**config.mk**
```make
export PLATFORM = sky130hd
export DESIGN_NAME = if_fetch_stage
export DESIGN_NICKNAME = d
export VERILOG_FILES = /design/src/rtl/lc3b_types.sv /design/src/rtl/if_skid_buf.sv /design/src/rtl/if_fetch_stage.sv
export SDC_FILE = /design/constraint.sdc
export NUM_CORES = 1
export LEC_CHECK = 0
export CAP_MARGIN = 20
export CORE_MARGIN = 1.5
export CORE_UTILIZATION = 56
export DETAILED_ROUTE_END_ITERATION = 8
export GPL_ROUTABILITY_DRIVEN = 0
export GPL_TIMING_DRIVEN = 0
export PLACE_DENSITY = 0.85
export RECOVER_POWER = 25
export SLEW_MARGIN = 20
export SYNTH_ARGS = -nofsm -noshare
export SYNTH_HDL_FRONTEND = slang
export SYNTH_SLANG_ARGS = --single-unit
```
**constraint.sdc**
```tcl
create_clock -name clk -period 6.26 [get_ports clk]
set_input_delay 1.565 -clock clk [delete_from_list [all_inputs] [get_ports clk]]
set_output_delay 1.565 -clock clk [all_outputs]
set_load 0.05 [all_outputs]
```
**src/rtl/lc3b_types.sv**
```systemverilog
// lc3b_types: shared LC-3b word type and the instruction-fetch FSM state encoding.
package lc3b_types;

    typedef logic [15:0] lc3b_word;

    typedef enum logic [1:0] {
        FETCH,
        HOLD,
        DRAIN
    } lc3b_fetch_state;

endpackage

```
**src/rtl/if_skid_buf.sv**
```systemverilog
// if_skid_buf: one-entry skid buffer holding a fetched word and its pc+2 while decode stalls.
// Ports: i_load captures i_data/i_pc and sets o_valid; i_clear drops o_valid (load wins);
// o_valid/o_data/o_pc present the buffered entry. Async active-high reset clears everything.
module if_skid_buf
    import lc3b_types::*;
(
    input  logic     clk,
    input  logic     rst,
    input  logic     i_load,
    input  logic     i_clear,
    input  lc3b_word i_data,
    input  lc3b_word i_pc,
    output logic     o_valid,
    output lc3b_word o_data,
    output lc3b_word o_pc
);

    logic     r_valid;
    lc3b_word r_data;
    lc3b_word r_pc;

    always_ff @(posedge clk or posedge rst) begin
        if (rst) begin
            r_valid <= 1'b0;
            r_data  <= '0;
            r_pc    <= '0;
        end else if (i_load) begin
            r_valid <= 1'b1;
            r_data  <= i_data;
            r_pc    <= i_pc;
        end else if (i_clear) begin
            r_valid <= 1'b0;
        end
    end

    assign o_valid = r_valid;
    assign o_data  = r_data;
    assign o_pc    = r_pc;

endmodule

```
**src/rtl/if_fetch_stage.sv**
```systemverilog
// if_fetch_stage: LC-3b instruction fetch with IF/ID register, stall skid buffer and redirect drain.
// Ports: clk/rst (async active-high); stall_in holds IF/ID; redirect/redirect_pc restart fetch;
// imem_read/imem_address/imem_resp/imem_rdata talk to instruction memory;
// ifid_valid/ifid_pc/ifid_ir form the IF/ID register (ifid_pc is instruction address + 2).
module if_fetch_stage
    import lc3b_types::*;
#(
    parameter lc3b_word RESET_PC = 16'h0000
)
(
    input  logic     clk,
    input  logic     rst,
    input  logic     stall_in,
    input  logic     redirect,
    input  lc3b_word redirect_pc,
    output logic     imem_read,
    output lc3b_word imem_address,
    input  logic     imem_resp,
    input  lc3b_word imem_rdata,
    output logic     ifid_valid,
    output lc3b_word ifid_pc,
    output lc3b_word ifid_ir
);

    localparam lc3b_word PC_INIT = {RESET_PC[15:1], 1'b0};

    lc3b_fetch_state r_state, w_state_nxt;
    lc3b_word        r_pc, w_pc_nxt;
    lc3b_word        r_drain_addr, w_drain_nxt;
    logic            r_ifid_valid, w_valid_nxt;
    lc3b_word        r_ifid_pc, w_ifid_pc_nxt;
    lc3b_word        r_ifid_ir, w_ifid_ir_nxt;
    logic            w_skid_ld, w_skid_clr, w_skid_valid;
    lc3b_word        w_skid_data, w_skid_pc;
    lc3b_word        w_pc_inc, w_redir_pc;

    assign w_pc_inc   = r_pc + 16'd2;
    assign w_redir_pc = {redirect_pc[15:1], 1'b0};

    if_skid_buf u_skid (
        .clk     (clk),
        .rst     (rst),
        .i_load  (w_skid_ld),
        .i_clear (w_skid_clr),
        .i_data  (imem_rdata),
        .i_pc    (w_pc_inc),
        .o_valid (w_skid_valid),
        .o_data  (w_skid_data),
        .o_pc    (w_skid_pc)
    );

    always_ff @(posedge clk or posedge rst) begin
        if (rst) begin
            r_state      <= FETCH;
            r_pc         <= PC_INIT;
            r_drain_addr <= '0;
            r_ifid_valid <= 1'b0;
            r_ifid_pc    <= '0;
            r_ifid_ir    <= '0;
        end else begin
            r_state      <= w_state_nxt;
            r_pc         <= w_pc_nxt;
            r_drain_addr <= w_drain_nxt;
            r_ifid_valid <= w_valid_nxt;
            r_ifid_pc    <= w_ifid_pc_nxt;
            r_ifid_ir    <= w_ifid_ir_nxt;
        end
    end

    always_comb begin
        w_state_nxt   = r_state;
        w_pc_nxt      = r_pc;
        w_drain_nxt   = r_drain_addr;
        w_valid_nxt   = r_ifid_valid;
        w_ifid_pc_nxt = r_ifid_pc;
        w_ifid_ir_nxt = r_ifid_ir;
        w_skid_ld     = 1'b0;
        w_skid_clr    = 1'b0;
        if (redirect) begin
            w_pc_nxt    = w_redir_pc;
            w_valid_nxt = 1'b0;
            w_skid_clr  = 1'b1;
            // A read still in flight must be allowed to finish at its original address.
            w_state_nxt = (r_state == HOLD || imem_resp) ? FETCH : DRAIN;
            if (r_state == FETCH && !imem_resp)
                w_drain_nxt = r_pc;
        end else begin
            case (r_state)
                FETCH: begin
                    if (imem_resp) begin
                        w_pc_nxt = w_pc_inc;
                        if (stall_in) begin
                            w_skid_ld   = 1'b1;
                            w_state_nxt = HOLD;
                        end else begin
                            w_valid_nxt   = 1'b1;
                            w_ifid_pc_nxt = w_pc_inc;
                            w_ifid_ir_nxt = imem_rdata;
                        end
                    end else if (!stall_in) begin
                        w_valid_nxt = 1'b0;
                    end
                end
                HOLD: begin
                    if (!stall_in) begin
                        w_valid_nxt   = w_skid_valid;
                        w_ifid_pc_nxt = w_skid_pc;
                        w_ifid_ir_nxt = w_skid_data;
                        w_skid_clr    = 1'b1;
                        w_state_nxt   = FETCH;
                    end
                end
                DRAIN: begin
                    if (imem_resp)
                        w_state_nxt = FETCH;
                end
                default: w_state_nxt = FETCH;
            endcase
        end
    end

    assign imem_read    = (r_state != HOLD);
    assign imem_address = (r_state == DRAIN) ? r_drain_addr : r_pc;
    assign ifid_valid   = r_ifid_valid;
    assign ifid_pc      = r_ifid_pc;
    assign ifid_ir      = r_ifid_ir;

endmodule

```
==> results of run 1 <==
==> Yosys cell counts (all sizes together), types with 3 or more instances <==
library cell	instances	share of area
nor3	4	0.0044
nor4	3	0.0055
dfrtp	96	0.53
mux2	48	0.13
a31oi	17	0.023
xor2	12	0.023
a21o	3	0.0050
clkbuf	28	0.023
a21oi	10	0.011
buf	10	0.017
nand3	10	0.011
nor2	34	0.028
nand2	87	0.072
o211ai	4	0.0066
xnor2	15	0.029
o21ai	40	0.044
==> metrics by stage <==
step | utilization | cell area (µm²) | worst slack (ns) | total power (µW)
final | 0.727 | 5680 | 1.68 | 1870
after global routing | 0.727 | 5680 | 1.52 | 1960
after CTS | 0.731 | 5710 | 1.67 | 1880
after detailed placement | 0.709 | 5530 | 2.12 | 1520
after global placement | 0.705 | 5500 | 0.792 | 1490
after floorplan | - | 4550 | 2.19 | 1290
==> cell families after synthesis <==
logic type | share of synthesized area
simple gates | 0.145
flops | 0.528
mux | 0.135
xor+xnor | 0.0520
fa+ha+maj | 0.00275
buf+inv | 0.0421
other cells | 0.000824
compound gates | 0.0943
==> cell usage in the layout, fill, tap and decap left out, drive strengths merged, types with 3 or more instances in the layout <==
| cell type | n |
|---|---|
| a31oi | 17 |
| a21oi | 10 |
| buf | 10 |
| nand2 | 87 |
| o211ai | 4 |
| o21ai | 40 |
| clkdlybuf4s50 | 80 |
| nor2 | 34 |
| clkbuf | 38 |
| clkinvlp | 3 |
| clkinv | 4 |
| xnor2 | 15 |
| a21o | 3 |
| mux2 | 48 |
| nor3 | 4 |
| dfrtp | 96 |
| nor4 | 3 |
| nand3 | 10 |
| xor2 | 12 |
==> worst reg2reg max path, stage by stage, from the launching register on <==
cell	delay (ns)
dfrtp_1	0.38
buf_6	0.14
nor4b_2	0.79
buf_2	0.39
mux2_2	0.37
==> registers in the layout (all words and copies together) (netlist names) <==
name,flops
ifid_ir,16
ifid_pc,15
ifid_valid,1
r_drain_addr,15
r_pc,15
r_state,2
u_skid.o_data,16
u_skid.o_pc,15
u_skid.o_valid,1
==> power groups by stage <==
stage	logic, µW	clock network, µW	registers, µW
after floorplan	296	0	996
after global placement	662	0	830
after detailed placement	681	0	839
after CTS	685	372	828
after global routing	721	397	843
final	680	366	829
==> how the worst min path moves through the flow <==
stage | from | to | slack, ns | cells after the start
finish | u_skid.o_pc[4] | u_skid.o_pc[4] | 0.49 | 2
global route | ifid_pc[3] | ifid_pc[3] | 0.52 | 2
CTS | u_skid.o_pc[4] | u_skid.o_pc[4] | 0.49 | 2
detailed placement | u_skid.o_pc[4] | u_skid.o_pc[4] | 0.47 | 2
global placement | u_skid.o_pc[5] | u_skid.o_pc[5] | 0.46 | 2
floorplan | u_skid.o_pc[10] | u_skid.o_pc[10] | 0.44 | 2
==> area by class of cell <==
cell class | count | share of cell area
Clock buffer | 9 | 0.0218
Timing Repair Buffer | 83 | 0.145
Sequential cell | 96 | 0.423
Inverter | 2 | 0.00154
Clock inverter | 7 | 0.00837
Multi-Input combinational cell | 309 | 0.345
Buffer | 38 | 0.0324
Tap cell | 102 | 0.0225
==> metal layers <==
metal  global-route usage  vias up  wire (µm)
met4               0.0909        0        291
met2                0.450      116       5410
met3               0.0577       27        430
met1                0.337     1761       4580
met5                    0        -          0
li1                     -     1692          -
==> metrics.md, run 1 <==
| Metric | Value |
|---|---|
| # rows | `32` |
| Die height | `93.1 µm` |
| Relative slew margins | `-0.143` |
| Vias per cell | `roughly 5.6` |
| Async S/R FF share, synth | `1.00` |
| Synth-to-Final Area Change | `24.8%` |
| Crit-path slowest cell | `clkdlybuf4s50_1` |
| End of the critical path | `imem_address[14]` |
| Initial Util | `0.583` |
| Multi-input logic area | `1960 µm²` |
| Htree depth | `3` |
| Port bufs | `82` |
| Final Non-Filler Cells | `646` |
| Residual DRC count | `0` |
| Max cap viols | `1` |
| CTS root buffer | `clkbuf_8` |
| CTS Buf Count | `9` |
| Crit path largest cell delay | `approximately 0.70 ns` |
| Nets | `about 580` |
| Switch share | `0.381` |
| IO Pins | `87` |
| Post-synth EDFFs | `0` |
| Initial DRC Count | `159` |
| Clock Path Buffers | `2` |
| Clock transition at path regs | `0.09 ns` |
| Critical R2R Launch | `r_state[1]` |
| Clock Power Share | `0.195` |
| Unrepaired setup endpoints after global routing | `false` |
| Failing checks | `capacitance limit, slew limit` |
| DP HPWL | `7740 µm` |
| R2R depth | `4` |
| Fmax | `218 MHz` |
| Outcome | `finished with violations` |
| Yosys reg bits | `96` |
| Cell count along the critical path | `6` |
| CP Max Fanout | `10` |
| Final worst path period share | `0.731` |
| Min-Delay Path Class | `flip-flop to flip-flop` |
| Post-cts gate resize count | `0` |
| Combinational share of power | `0.363` |
| Setup-failing EPs final | `0` |
| Placed cell count | `630` |
| Cell count after synthesis | `~440` |
| Die X | `93.1 µm` |
| P_sw | `approximately 710 µW` |
| Final wirelength | `around 11000 µm` |
| Fin Hold WS | `a little under 0.5 ns` |
| Worst Path Buf+Inv | `4` |
| Worst-skew pair later-pin latency | `0.36 ns` |
| Fill count | `567` |
| P_leak | `between 0.002 and 0.0025 µW` |
| CTS tree | `yes` |
| CP delay by family, top | `buffers and inverters` |
| Crit path kind | `flip-flop to output pin` |
| Synth cell types | `38` |
| Vias in the first global route | `3750` |
| Slew Limit Fails | `72` |
| Total GRT Usage | `0.265` |
| Worst vdd ir | `between 150 and 200 µV` |
| GRT overflow | `0` |
| Core Region | `7810 µm²` |
| Post-CTS Hold Buffers | `0` |
| Sequential Power Share | `0.442` |
| Req. time, crit path | `4.70 ns` |
| Main flop type after synthesis | `dfrtp_1` |
| Setup Fix Bufs, Post-CTS | `0` |
| ANT nets after route | `0` |
| Internal power | `1160 µW` |
| Die area | `a little under 9000 µm²` |
| Crit-path cells | `buf_2 -> nor2b_1 -> clkbuf_1 -> buf_1 -> mux2_2 -> clkdlybuf4s50_1` |
| Layout cells sized above 1 | `0.143` |
| Largest net degree at the start of global routing | `72` |
| Sequential cell area | `approximately 2400 µm²` |
| Initial antenna violation count | `0` |
| YS warnings | `0` |
| Final hold vios | `0` |
| Pwr Density | `330 nW/µm²` |
| Ant. Diodes | `0` |
| Minimum clock period | `roughly 4.6 ns` |
| Clock Sinks | `96` |
| Least-Margin Pin Slew | `1.71 ns` |
| Worst Skew | `around 0.0085 ns` |
| CP Capture Type | `output pin` |
| Critical Path Start Type | `flip-flop` |
| Post-Syn Area | `approximately 4500 µm²` |
| R2r endpoint | `r_drain_addr[14]` |
| Worst setup startpoint | `r_state[0]` |
| Wire length per cell | `16.6 µm` |
| Register area share after synthesis | `0.528` |
| Initial DRT Pass Iterations | `4` |
| R2R setup slack | `4.08 ns` |
| Arrival time at the worst endpoint | `about 3.0 ns` |
| Avg Cell Area, Syn | `10.2 µm²` |
| Via Count | `roughly 3.6k` |
| Setup TNS | `0 ns` |
| First-pass GRT wire length | `between 15000 and 20000 µm` |
Power figures use the tool's default switching activity.
==> run 2: changes to the inputs <==
- CORE_UTILIZATION: 56 -> 47
- PLACE_DENSITY: 0.85 -> 0.76
- clock period: 6.26 -> 4.1 ns (I/O delays scaled with it)
==> run 2 against run 1 <==
Against the previous run:
- worst setup slack got worse by 1.4 ns
- the run still ends with capacitance limit, slew limit left
- critical path depth did not move
- sequential share of layout area fell by 0.54 points
- final cell count rose by 4.2%
- largest cell class unchanged
- flip-flop and latch count did not move
- non-clock buffer count did not move
- combinational power rose by 51%
- register-to-register slack got worse by 2.1 ns
- routed wire length fell by 4.0%
- critical endpoint is now imem_address[9]
- global-route usage fell by 4.8 points
- sequential power rose by 52%
- clock skew barely moved
==> metrics.md, run 2 (synthesis gave the netlist of run 1 again) <==
| Metric | Value |
|---|---|
| Port bufs | `82 (unchanged)` |
| Htree depth | `3 (unchanged)` |
| Min-Delay Path Class | `flip-flop to flip-flop` |
| IO Pins | `87 (unchanged)` |
| CP Max Fanout | `10 (unchanged)` |
| Initial antenna violation count | `0 (unchanged)` |
| Worst Skew | `0.00816 ns (-0.000323 ns)` |
| P_leak | `0.00244 µW (+0.91%)` |
| Vias in the first global route | `3555 (-5.2%)` |
| Fin util | `0.617 (-0.111)` |
| Nets | `577 (unchanged)` |
| R2R depth | `4 (unchanged)` |
| CTS root buffer | `clkbuf_8` |
| Synth-to-Final Area Change | `26.5%` |
| CP delay by family, top | `buffers and inverters` |
| Die height | `101 µm (+8.9%)` |
| Sequential Power Share | `0.438 (-0.004)` |
| # rows | `35 (+9.4%)` |
| Relative slew margins | `-0.165 (-0.0223)` |
| Arrival time at the worst endpoint | `2.82 ns (-0.19 ns)` |
| R2r endpoint | `r_drain_addr[11]` |
| Clock Sinks | `96 (unchanged)` |
| Crit path largest cell delay | `0.70 ns (about the same)` |
| Minimum clock period | `approximately 3.8 ns` |
| Post-CTS Hold Buffers | `0 (unchanged)` |
| Worst-skew pair later-pin latency | `0.38 ns (+0.02 ns)` |
| Initial DRC Count | `149 (-6.3%)` |
| Initial Util | `0.488 (-0.0950)` |
| GRT overflow | `0 (unchanged)` |
| CP Capture Type | `output pin` |
| R2R setup slack | `1.97 ns (-2.11 ns)` |
| DP HPWL | `7410 µm (-4.3%)` |
| Total GRT Usage | `0.217 (-0.0482)` |
| Final hold vios | `0 (unchanged)` |
| Vias per cell | `5.15 (-7.4%)` |
| Critical R2R Launch | `r_state[0]` |
| Worst vdd ir | `211 µV (+20%)` |
| Fmax | `between 200 and 300 MHz` |
| Final Non-Filler Cells | `673 (+4.2%)` |
| HP Start | `u_skid.o_pc[11]` |
| Internal power | `1790 µW (+54%)` |
| Pwr Density | `502 nW/µm² (+52%)` |
| Clock Path Buffers | `2 (unchanged)` |
| Residual DRC count | `0 (unchanged)` |
| Req. time, crit path | `3.07 ns (-1.63 ns)` |
| Most common cell after layout, fill and taps aside | `dfrtp_1` |
| CTS tree | `yes` |
| Initial DRT Pass Iterations | `4 (unchanged)` |
| Most frequent cells in the layout | `dfrtp_1 (96), nand2_1 (87), clkdlybuf4s50_1 (81), o21ai_0 (40)` |
| P_sw | `1100 µW (+54%)` |
| Unrepaired setup endpoints after global routing | `false` |
| Die X | `101 µm (+8.9%)` |
| ANT nets after route | `0 (unchanged)` |
| Die area | `10300 µm² (+19%)` |
| Outcome | `finished with violations` |
| Clock transition at path regs | `0.10 ns (about the same)` |
| Via Count | `3468 (-3.6%)` |
| Worst Path Buf+Inv | `4 (unchanged)` |
| Least-Margin Pin Slew | `1.74 ns (+0.0239 ns)` |
| Setup Fix Bufs, Post-CTS | `0 (unchanged)` |
| Critical Path Start Type | `flip-flop` |
| Layout cells sized above 1 | `0.145 (+0.00184)` |
| Failing checks | `capacitance limit, slew limit` |
| Core Region | `9330 µm² (+19%)` |
| Crit-path slowest cell | `clkdlybuf4s50_1` |
| Hold EP | `u_skid.o_pc[11]` |
| Setup-failing EPs final | `0 (unchanged)` |
| Combinational share of power | `0.357 (-0.006)` |
| Ant. Diodes | `0 (unchanged)` |
| Crit path kind | `flip-flop to output pin` |
| First-pass GRT wire length | `17200 µm (-3.6%)` |
| CTS Buf Count | `9 (unchanged)` |
| Largest net degree at the start of global routing | `60 (-17%)` |
| Final wirelength | `10300 µm (-4.0%)` |
| Crit-path cells | `buf_2 -> nor2b_1 -> clkbuf_1 -> clkbuf_2 -> mux2_2 -> clkdlybuf4s50_1` |
| Placed cell count | `657 (+4.3%)` |
| Max cap viols | `1 (unchanged)` |
| Switch share | `0.381 (about the same)` |
| Clock Power Share | `0.205 (+0.010)` |
| Worst hold stages | `2 (unchanged)` |
| Wire length per cell | `15.3 µm (-7.9%)` |
| Slew Limit Fails | `38 (-47%)` |
| Post-cts gate resize count | `0 (unchanged)` |
| Final worst path period share | `0.938` |
run 2: cell type report:
type                    instances  area, µm²
multi-input cells             309       1960
repair buffers                 83        848
plain buffers                  38        185
clock buffers                   9        124
well taps                     129        161
flip-flops and latches         96       2400
clock inverters                 7       63.8
fillers                       807       3570
inverters                       2       8.76
run 2: worst reg2reg max path: stages (launching register included):
cell	delay, ns
dfrtp_1	0.37
buf_2	0.16
nor4b_2	0.74
buf_2	0.38
mux2_2	0.37
run 2: how the worst max path moves through the flow:
stage          slack [ns]       start  depth (start not counted)                to
2_1_floorplan        0.57         rst                          1        ifid_ir[0]
3_3_place_gp        -0.86         rst                          2  r_drain_addr[14]
3_5_place_dp         0.50  r_state[0]                          6   imem_address[9]
4_1_cts              0.06  r_state[0]                          6   imem_address[9]
5_1_grt              0.13  r_state[0]                          6  imem_address[13]
6_report             0.25  r_state[0]                          6   imem_address[9]
run 2: power groups by stage:
stage,Sequential (µW),Combinational [µW],Clock [µW]
2_1_floorplan,1520,451,0
3_3_place_gp,1270,1010,0
3_5_place_dp,1280,1040,0
4_1_cts,1260,1040,606
5_1_grt,1290,1100,644
6_report,1260,1030,592
run 2: metrics by stage:
stage / TNS [ns] / setup slack [ns] / power [µW] / cell area [µm²] / hold WS, ns
finish: 0 / 0.254 / 2890 / 5750 / 0.482
global route: 0 / 0.130 / 3040 / 5750 / 0.509
CTS: 0 / 0.0647 / 2910 / 5760 / 0.487
detailed placement: 0 / 0.498 / 2320 / 5570 / 0.465
global placement: -82.42 / -0.863 / 2280 / 5540 / 0.457
floorplan: 0 / 0.570 / 1970 / 4550 / 0.445
run 2: routing by layer:
metal	global-route usage	wire length [µm]
met1	0.290	4720
met2	0.355	4860
met4	0.0844	224
met5	0	0
met3	0.0373	471
==> run 3: changes to the inputs <==
- RECOVER_POWER: 25 -> 50
==> run 3 against run 2 <==
Against the previous run:
- the flow still finishes with violations (capacitance limit, slew limit)
- combinational power about the same
- critical path depth unchanged
- power down 0.25%
- die area unchanged
- worst setup slack better by 0.022 ns
- first-iteration DRC count up 4.0%
- maximum frequency up 0.58%
- register-to-register slack worse by 0.48 ns
- clock skew about the same
- flip-flop and latch count unchanged
- final cell count unchanged
- sequential power about the same
==> metrics.md, run 3 (synthesis gave the netlist of run 1 again) <==
| Metric | Value |
|---|---|
| Die area | `10300 µm² (unchanged)` |
| Relative slew margins | `-0.159 (+0.00628)` |
| IO Pins | `87 (unchanged)` |
| Vias per cell | `5.15 (about the same)` |
| Initial Util | `0.488 (unchanged)` |
| Initial DRT Pass Iterations | `4 (unchanged)` |
| # rows | `35 (unchanged)` |
| Wire length per cell | `15.3 µm (about the same)` |
| Total GRT Usage | `0.217 (unchanged)` |
| R2R depth | `4 (unchanged)` |
| Final worst path period share | `0.933 (-0.00540)` |
| Final wirelength | `10300 µm (about the same)` |
| Clock transition at path regs | `0.10 ns (about the same)` |
| End of the critical path | `imem_address[9]` |
| Synth-to-Final Area Change | `26.0%` |
| Max cap viols | `1 (unchanged)` |
| Most frequent cells in the layout | `dfrtp_1 (96), nand2_1 (87), clkdlybuf4s50_1 (78), o21ai_0 (40), nor2_1 (34)` |
| Die X | `101 µm (unchanged)` |
| Slew Limit Fails | `38 (unchanged)` |
| Setup TNS | `0 ns (unchanged)` |
| Largest net degree at the start of global routing | `60 (unchanged)` |
| Nets | `577 (unchanged)` |
| Initial antenna violation count | `0 (unchanged)` |
| Htree depth | `3 (unchanged)` |
| Worst-skew pair later-pin latency | `0.37 ns (about the same)` |
| ANT nets after route | `0 (unchanged)` |
| Failing checks | `capacitance limit, slew limit` |
| Clock Path Buffers | `2 (unchanged)` |
| Arrival time at the worst endpoint | `2.80 ns (-0.02 ns)` |
| CTS root buffer | `clkbuf_8` |
| CP Capture Type | `output pin` |
| Port bufs | `82 (unchanged)` |
| Critical Path Start Type | `flip-flop` |
| Unrepaired setup endpoints after global routing | `false` |
| DP HPWL | `7410 µm (unchanged)` |
| CTS Buf Count | `9 (unchanged)` |
| Post-CTS Hold Buffers | `0 (unchanged)` |
| Worst Skew | `0.00812 ns (-0.0000433 ns)` |
| Worst setup startpoint | `r_state[0]` |
| Via Count | `3465 (-0.087%)` |
| Setup-failing EPs final | `0 (unchanged)` |
| P_leak | `0.00243 µW (-0.17%)` |
| Core Region | `9330 µm² (unchanged)` |
| R2R setup slack | `1.49 ns (-0.48 ns)` |
| Layout cells sized above 1 | `0.134 (-0.0110)` |
| Final hold vios | `0 (unchanged)` |
| Final Non-Filler Cells | `673 (unchanged)` |
| Most common cell after layout, fill and taps aside | `dfrtp_1` |
| GRT overflow | `0 (unchanged)` |
| First-pass GRT wire length | `17200 µm (unchanged)` |
| Pwr Density | `502 nW/µm² (about the same)` |
| Die height | `101 µm (unchanged)` |
| Ant. Diodes | `0 (unchanged)` |
| R2r endpoint | `r_drain_addr[11]` |
| Placed cell count | `657 (unchanged)` |
| Minimum clock period | `3.82 ns (-0.0222 ns)` |
| Clock Sinks | `96 (unchanged)` |
| Fmax | `262 MHz (+0.58%)` |
| CP Max Fanout | `10 (unchanged)` |
| Least-Margin Pin Slew | `1.73 ns (-0.00937 ns)` |
| Initial DRC Count | `155 (+4.0%)` |
| Min-Delay Path Class | `flip-flop to flip-flop` |
| CTS tree | `yes` |
| Req. time, crit path | `3.07 ns (about the same)` |
| Outcome | `finished with violations` |
| Critical R2R Launch | `r_state[0]` |
| Worst vdd ir | `211 µV (-0.18%)` |
| Vias in the first global route | `3555 (unchanged)` |
| Residual DRC count | `0 (unchanged)` |
| Crit path kind | `flip-flop to output pin` |
-- run 3: cell types whose count changed in the layout (fill, tap and decap cells not counted), sizes merged --
| cell | previous run | this run |
|---|---|---|
| buf | 10 | 9 |
| clkbuf | 38 | 39 |
| clkdlybuf4s50 | 81 | 78 |
| dlygate4sd3 | 1 | 4 |
-- run 3: through the flow --
| stage | total power (µW) | setup WS (ns) | hold WS [ns] | utilization | cell area, µm² |
|---|---|---|---|---|---|
| after detailed placement | 2320 | 0.498 | 0.465 | 0.597 | 5570 |
| after CTS | 2910 | 0.0647 | 0.487 | 0.617 | 5760 |
| after global routing | 3030 | 0.140 | 0.509 | 0.615 | 5730 |
| after floorplan | 1970 | 0.570 | 0.445 | - | 4550 |
| after global placement | 2280 | -0.863 | 0.457 | 0.593 | 5540 |
| final | 2880 | 0.276 | 0.481 | 0.615 | 5730 |
-- run 3: layout make-up --
| class | instances | area, µm² |
|---|---|---|
| fillers | 811 | 3590 |
| flip-flops and latches | 96 | 2400 |
| multi-input cells | 309 | 1940 |
| repair buffers | 83 | 848 |
| plain buffers | 38 | 184 |
| well taps | 129 | 161 |
| clock buffers | 9 | 124 |
| clock inverters | 7 | 63.8 |
| inverters | 2 | 8.76 |
-- run 3: worst min path at each step --
stage | endpoint | from | slack [ns] | depth (start not counted)
detailed placement | u_skid.o_pc[5] | u_skid.o_pc[5] | 0.47 | 2
global route | u_skid.o_pc[11] | u_skid.o_pc[11] | 0.51 | 2
finish | u_skid.o_pc[11] | u_skid.o_pc[11] | 0.48 | 2
floorplan | u_skid.o_pc[10] | u_skid.o_pc[10] | 0.44 | 2
CTS | u_skid.o_pc[11] | u_skid.o_pc[11] | 0.49 | 2
global placement | u_skid.o_pc[5] | u_skid.o_pc[5] | 0.46 | 2
-- run 3: critical path, cell delays in order (launching register included) --
cell and delay [ns]:
dfrtp_1 0.36, buf_2 0.15, nor2b_1 0.11, clkbuf_1 0.37, clkbuf_2 0.35, mux2_2 0.38
clkdlybuf4s50_1 0.70
-- run 3: report_power, final --
part	switching [µW]	total, µW	internal, µW
logic	625	1030	402
clock network	357	589	232
registers	114	1260	1150
-- run 3: metal layers --
metal,GRT usage,up-vias,share of wire
met4,0.0844,0,0.017
li1,-,1688,-
met2,0.355,93,0.47
met5,0,-,0
met1,0.290,1671,0.47
met3,0.0373,13,0.041
-- run 3: what timing repair did --
action | 4_1_cts | 5_1_grt
resized for setup | 0 | 1
buffers inserted | 0 | 0
setup endpoints to repair | 0 | 9
